==> src/rtl/bus_trace_probe.sv <==
// rtl/bus_trace_probe.sv - bus pattern generator with trace FIFO and LED replay
module bus_trace_probe #(
    parameter int          DATA_WIDTH = 16,
    parameter int          DEPTH      = 16,
    parameter int          LED_WIDTH  = 5,
    parameter logic [15:0] SEED       = 16'h5500
) (
    input  logic                       one_shot_clock,
    input  logic                       reset,
    input  logic [DATA_WIDTH-1:0]      bus_in,
    input  logic                       drive_req,
    input  logic [1:0]                 mode,
    input  logic                       reload,
    input  logic                       capture_en,
    input  logic                       view_next,
    input  logic                       clear_ovf,
    output logic [DATA_WIDTH-1:0]      bus_out,
    output logic                       bus_oe,
    output logic [DATA_WIDTH-1:0]      view_data,
    output logic [LED_WIDTH-1:0]       leds,
    output logic [$clog2(DEPTH):0]     count,
    output logic                       full,
    output logic                       empty,
    output logic                       overflow
);

    localparam int AW = $clog2(DEPTH);
    localparam int CW = AW + 1;
    localparam logic [DATA_WIDTH-1:0] SEED_W = DATA_WIDTH'(SEED);

    logic [DATA_WIDTH-1:0] pattern_q, pattern_d;
    logic [AW-1:0]         wr_ptr_q, wr_ptr_d;
    logic [AW-1:0]         rd_ptr_q, rd_ptr_d;
    logic [CW-1:0]         count_q, count_d;
    logic [DATA_WIDTH-1:0] view_q, view_d;
    logic                  ovf_q, ovf_d;
    logic [DATA_WIDTH-1:0] mem [DEPTH];

    logic do_push, do_pop, drop;

    assign bus_out   = pattern_q;
    assign bus_oe    = drive_req;
    assign view_data = view_q;
    assign leds      = view_q[LED_WIDTH-1:0];
    assign count     = count_q;
    assign full      = (count_q == CW'(DEPTH));
    assign empty     = (count_q == '0);
    assign overflow  = ovf_q;

    // A pop while full frees the slot the coincident push lands in.
    assign do_pop  = view_next & ~empty;
    assign do_push = capture_en & (~full | do_pop);
    assign drop    = capture_en & full & ~view_next;

    always_comb begin
        pattern_d = pattern_q;
        if (reload) begin
            pattern_d = SEED_W;
        end else if (drive_req) begin
            case (mode)
                2'd0:    pattern_d = pattern_q + DATA_WIDTH'(1);
                2'd1:    pattern_d = pattern_q - DATA_WIDTH'(1);
                2'd2:    pattern_d = {pattern_q[DATA_WIDTH-2:0], pattern_q[DATA_WIDTH-1]};
                default: pattern_d = pattern_q;
            endcase
        end
    end

    always_comb begin
        wr_ptr_d = wr_ptr_q;
        rd_ptr_d = rd_ptr_q;
        count_d  = count_q;
        view_d   = view_q;
        ovf_d    = ovf_q;
        if (do_push) wr_ptr_d = wr_ptr_q + AW'(1);
        if (do_pop) begin
            rd_ptr_d = rd_ptr_q + AW'(1);
            view_d   = mem[rd_ptr_q];
        end
        if (do_push && !do_pop)      count_d = count_q + CW'(1);
        else if (do_pop && !do_push) count_d = count_q - CW'(1);
        if (clear_ovf) ovf_d = 1'b0;
        if (drop)      ovf_d = 1'b1;
    end

    always_ff @(posedge one_shot_clock) begin
        if (reset) begin
            pattern_q <= SEED_W;
            wr_ptr_q  <= '0;
            rd_ptr_q  <= '0;
            count_q   <= '0;
            view_q    <= '0;
            ovf_q     <= 1'b0;
        end else begin
            pattern_q <= pattern_d;
            wr_ptr_q  <= wr_ptr_d;
            rd_ptr_q  <= rd_ptr_d;
            count_q   <= count_d;
            view_q    <= view_d;
            ovf_q     <= ovf_d;
        end
    end

    always_ff @(posedge one_shot_clock) begin
        if (!reset && do_push) mem[wr_ptr_q] <= bus_in;
    end

endmodule

==> config.mk <==
export PLATFORM = sky130hd
export DESIGN_NAME = bus_trace_probe
export DESIGN_NICKNAME = d
export VERILOG_FILES = /design/src/rtl/bus_trace_probe.sv
export SDC_FILE = /design/constraint.sdc
export NUM_CORES = 1
export LEC_CHECK = 0
export CAP_MARGIN = 15
export CORE_MARGIN = 2
export CORE_UTILIZATION = 40
export DETAILED_ROUTE_END_ITERATION = 8
export GPL_ROUTABILITY_DRIVEN = 0
export SKIP_CTS_REPAIR_TIMING = 1
export SYNTH_ARGS = -nofsm -noshare
export SYNTH_HDL_FRONTEND = slang
export SYNTH_SLANG_ARGS = --single-unit
==> constraint.sdc <==
create_clock -name one_shot_clock -period 4.8 [get_ports one_shot_clock]
set_input_delay 0.48 -clock one_shot_clock [delete_from_list [all_inputs] [get_ports one_shot_clock]]
set_output_delay 0.48 -clock one_shot_clock [all_outputs]
set_load 0.1 [all_outputs]
==> flow_summary.toml, run 1 <==
[status]
status = "finished clean"

[setup_path]
crit_path_start_kind = "flip-flop"
critical-path-max-stage-delay_ns = 0.53
path_cells = "or4_1, nor2_1, nor2b_2, buf_4, inv_2, ha_1, inv_1, fa_1, a21o_1, a21oi_1, xnor2_1, or3_1, a21oi_1"
worstPathArrival_ns = 3.88
crit_type = "flip-flop to flip-flop"
end_kind = "flip-flop"
crit_slowest_cell = "or4_1"
crit_top_cell = "a21oi_1"
cp.required_ns = 5.31
timing.critical_path.fanout_max = 20

[route]
first_pass_iters = 5
drt_iter0_markers = 560
drc_errors = 0
drt_wl_total_um = 27700
wl_per_cell_um = 22.1
antenna_left = 0
vias = 6788
avgViaCountPerCell = 5.42

[cts]
cts_buffer_depth = 3
cts.clk_slew.worst_paths_ns = 0.06
ctsHtreeMaxLevel = 1
cts_sinks = 302
clock_latency_ns = 0.58
root_buffer = "clkbuf_16"
cts_tree = "yes"
numCtsBuffers = 31

[final_layout]
regArea_um2 = 8610
areaGrowthSynthToFinish_pct = 18.1
drive_above_1_share = 0.203
fill_cells = 2612
antenna_cells = 0
layout.nets = 882
multi_input_comb_area_um2 = 3720

[sta]
skew_ns = 0.0218
clock.fmax_mhz = 296
fin_crit_sh = 0.703
hold_violations = 0
slew_violations = 0
worst_slew_margin_rel = 0.231
fin_setup_tns_ns = 0
setup_viol = 0
worst_pin_slew_ns = 1.15
finalCriticalPeriod_ns = 3.38
whs_ns = 0.457
rsz0062_at_grt = "no"

[yosys]
synthTopCellsByCount = "256 x edfxtp_1, 74 x mux4_2, 69 x nand2_1"
netlist_instances = 745
synth_edf_count = 256
async_reset_ff_frac = 0
seq_area_frac_synth = 0.685
synth.area.top_cells = "edfxtp_1 61%, mux4_2 13%, dfxtp_1 7.3%"
yosys.area.top_type = "edfxtp_1"
syn_avg_cell_area_um2 = 16.9
yosysMostFrequentCell = "edfxtp_1"
netlist_area_um2 = 12600
synth_seq_cells = 302
ys_types = 54
synth_fp_nets = 795
yosysWarnings = 0
synth_top_flop_cell = "edfxtp_1"
synth_top_area_share = 0.612

[global_routing]
overflow = 0
grt_antenna_before_repair = 0
grtUsageTotal = 0.170
grt_max_degree = 44
grt_pass1_wl_um = 42200
grt_pass1_vias = 6770

[run]
max_cap_violations = 0

[pwr]
power.density_nw_per_um2 = 503
finalPower_uw = 7460
p_leak_uw = 0.00477
ir_worst_vdd_v = 0.000279

[placed_design]
io_buffers = 70
hpwl_um = 16700

[worst_hold_path]
holdCritPathClass = "flip-flop to flip-flop"

[die]
die_h_um = 181
core_area_um2 = 30700
start_util = 0.408
io_pins = 71
die-area_um2 = 32800
die_w_um = 181
rows = 64
## cells by family (layout without fill, tap and decap cells)
logic type	Yosys count	after routing	share of synthesized area
buffers and inverters	53	165	0.0218
xor gates and xnor gates	19	19	0.0132
and+or+nand+nor	166	166	0.0598
muxes	82	82	0.147
adders and majority gates	25	25	0.0261
DFF	302	302	0.685
AOI/OAI and AO/OA	98	98	0.0468
## critical path: cells and delay by family, from the launching register on
family | cells | cell delay (ns)
fa+ha+maj | 2 | 0.67
xor+xnor | 1 | 0.09
flops | 1 | 0.38
simple gates | 4 | 1.05
compound gates | 3 | 0.46
buf+inv | 3 | 0.65
## layout by cell type, fill, tap and decap left out, types with 3 or more instances in the layout
master	synthesis	layout
a211oi_1	5	5
a21oi_1	47	47
a221oi_1	5	5
a31oi_1	4	4
and3_1	3	3
buf_4	6	25
bufinv_16	0	5
clkbuf_1	19	3
clkbuf_16	0	31
clkdlybuf4s50_1	0	70
clkinv_1	0	4
clkinv_2	0	5
clkinv_4	0	3
clkinvlp_4	0	6
dfxtp_1	46	44
edfxtp_1	256	256
ha_1	23	23
inv_1	11	11
mux4_1	6	6
mux4_2	74	74
nand2_1	69	69
nand2b_1	4	4
nand3_1	5	5
nand3b_1	4	4
nand4_1	5	5
nor2_1	48	32
nor2_2	1	17
nor2b_1	8	7
nor3_1	5	5
o211ai_1	4	4
o21ai_0	19	19
or3_1	4	4
or4_1	3	3
xnor2_1	10	10
xor2_1	9	9
## area by class of cell
type                       instances  share of cell area
clock buffer                      34              0.0531
clock inverter                    24              0.0190
inverter                          12             0.00304
multi-input combinational        390               0.251
sequential                       302               0.581
tap                              396              0.0334
timing repair buffer              95              0.0599
## per-layer routing
layer  vias up  GRT usage  wire (um)
li1       3107          -          -
met1      3469      0.231      12100
met2       175      0.292      13900
met3        37     0.0244       1270
met4         0     0.0387        481
met5         -          0          0
## sequential cells by signal (all words and copies together) (netlist names)
register and cells:
bus_out 16, count 5, mem 256, overflow 1, rd_ptr_q 4, view_data 16, wr_ptr_q 4
## report_power, final
group | switching (uW) | internal, uW
logic | 1110 | 732
registers | 193 | 2940
clock network | 1020 | 1460
## worst paths after layout
path / from / to / slack [ns] / depth (start not counted)
worst max register to register: count[0]$_SDFFE_PP0P_ / count[4]$_SDFFE_PP0P_ / 1.42 / 13
worst min register to register: view_data[9]$_SDFFE_PP0N_ / view_data[9]$_SDFFE_PP0N_ / 0.46 / 2
worst max-delay path: count[0]$_SDFFE_PP0P_ / count[4]$_SDFFE_PP0P_ / 1.42 / 13
worst min-delay path: view_data[9]$_SDFFE_PP0N_ / view_data[9]$_SDFFE_PP0N_ / 0.46 / 2
## through the flow
stage | setup WS (ns) | cell area (um^2) | std cells | util
6_report | 1.42 | 14800 | 1253 | 0.482
5_1_grt | 1.14 | 14800 | 1253 | 0.482
4_1_cts | 1.39 | 14800 | 1253 | 0.482
3_5_place_dp | 1.23 | 13800 | 1195 | 0.448
3_3_place_gp | 1.31 | 13800 | 1195 | 0.448
2_1_floorplan | 0.0417 | 12600 | 745 | -
No activity file was read; power rests on OpenSTA's default activity.
==> run 2: changes to the inputs <==
clock period = 3.45 ns   (was 4.8 ns; I/O delays follow)
==> run 2 against run 1 <==
  * Hold slack lost 0.046 ns
  * First-iteration DRC count shrank 8.9%
  * Flip-flop and latch count is the same
  * Power grew 40%
  * Critical path depth shrank 2
  * Combinational power grew 49%
  * Non-clock buffer count grew 1
  * Die area is the same
  * Cell count is the same
  * Worst setup slack lost 0.75 ns
==> flow_summary.toml, run 2 (synthesized netlist as in run 1, its figures left out) <==
[final_layout]
final_cells = 1253
regMostFlops = "mem"
largest_reg_flops = 256
layout_common_cells = "256 x edfxtp_1, 74 x mux4_2, 69 x nand2_1"
multi_input_comb_area_um2 = 3730
stdcell_area_um2 = 14900
fill_cells = 2630
final_common_cell = "edfxtp_1"
drive_above_1_share = 0.215
regArea_um2 = 8630
antenna_cells = 0
layout.nets = 886
areaGrowthSynthToFinish_pct = 18.8

[placed_design]
dp_cells = 1196
hpwl_um = 15500
placed_area_um2 = 13800
io_buffers = 70

[sta]
clock.fmax_mhz = 361
fin_crit_sh = 0.803
whs_ns = 0.411
fin_setup_tns_ns = 0
hold_violations = 0
worst_pin_slew_ns = 1.02
skew_ns = 0.0292
rsz0062_at_grt = "no"
worst_slew_margin_rel = 0.319
setup_viol = 0
finalCriticalPeriod_ns = 2.77
slew_violations = 0

[cts]
cts_tree = "yes"
root_buffer = "clkbuf_16"
numCtsBuffers = 34
cts_sinks = 302
ctsHtreeMaxLevel = 2
clock_latency_ns = 0.53
cts_buffer_depth = 3
cts.clk_slew.worst_paths_ns = 0.06

[route]
first_pass_iters = 5
drc_errors = 0
wl_met2_um = 12500
met1_length_um = 12700
antenna_left = 0
avgViaCountPerCell = 5.48
drt_wl_total_um = 27100
route.top_layer_used = "met4"
drt_iter0_markers = 510
wl_met3_um = 1400
wl_per_cell_um = 21.6
vias = 6861

[setup_path]
end_kind = "flip-flop"
crit_slowest_cell = "dfxtp_4"
startpoint = "count[0]$_SDFFE_PP0P_"
r2r_start = "count[0]$_SDFFE_PP0P_"
crit_type = "flip-flop to flip-flop"
crit_path_start_kind = "flip-flop"
cp_top_family = "compound AO/OA/AOI/OAI gates"
worstPathArrival_ns = 3.20
cp.required_ns = 3.88
timing.critical_path.fanout_max = 9
critical_path_buf_inv_count = 1
path_cells = "nor4_1, nand2_1, o21a_1, ha_1, inv_1, ha_1, a21o_1, a21oi_1, xnor2_1, or3_1, a21oi_1"
critical-path-max-stage-delay_ns = 0.37

[status]
status = "finished clean"

[global_routing]
overflow = 0
grt_pass1_wl_um = 41600
grtUsageTotal = 0.169
grt_max_degree = 68
grt_pass1_vias = 6878
grt_antenna_before_repair = 0

[worst_hold_path]
holdCritPathClass = "input pin to flip-flop"
worstHoldStart = "reset"

[pwr]
power.density_nw_per_um2 = 701
ir_worst_vdd_v = 0.000429
p_leak_uw = 0.00482

[die]
rows = 64
die-area_um2 = 32800
die_w_um = 181
die_h_um = 181
core_area_um2 = 30700
start_util = 0.408
io_pins = 71

[run]
max_cap_violations = 0
## run 2: cell count changes in the layout (fill, tap and decap cells not counted), moves of 3 or more
cell | before | now
buf_12 | 0 | 4
bufinv_16 | 5 | 2
clkbuf_1 | 3 | 6
clkbuf_16 | 31 | 35
clkbuf_8 | 0 | 3
clkdlybuf4s50_1 | 70 | 66
clkinvlp_4 | 6 | 2
dfxtp_1 | 44 | 40
dfxtp_4 | 1 | 4
## run 2: routing by layer
metal	GRT usage	up-vias
li1	-	3121
met1	0.244	3496
met2	0.265	205
met3	0.0288	39
met4	0.0459	0
met5	0	-
## run 2: layout make-up
| class | instances | share of cell area |
|---|---|---|
| clock buffer | 44 | 0.0630 |
| clock inverter | 13 | 0.00965 |
| inverter | 12 | 0.00302 |
| multi-input combinational | 390 | 0.250 |
| sequential | 302 | 0.578 |
| tap | 396 | 0.0332 |
| timing repair buffer | 96 | 0.0626 |
## run 2: path summary, 6_finish.rpt
check	to	slack, ns	cells past startpoint
setup / recovery	count[4]$_SDFFE_PP0P_	0.68	11
hold / removal	overflow$_SDFFE_PP0P_	0.41	2
setup reg to reg	count[4]$_SDFFE_PP0P_	0.68	11
hold reg to reg	view_data[10]$_SDFFE_PP0N_	0.45	2
## run 2: power breakdown
| group | total (uW) | leakage [uW] | internal [uW] | switching (uW) |
|---|---|---|---|---|
| Clock | 3510 | 0.000526 | 2080 | 1430 |
| Combinational | 2750 | 0.00161 | 1040 | 1710 |
| Sequential | 4200 | 0.00269 | 4100 | 95.0 |
## run 2: stage by stage
step	util	setup WS (ns)	power, uW
after floorplan	-	0.0253	6490
after global placement	0.450	0.339	7040
after detailed placement	0.450	0.275	7050
after CTS	0.485	0.678	10600
after global routing	0.485	0.395	10900
final	0.485	0.679	10500
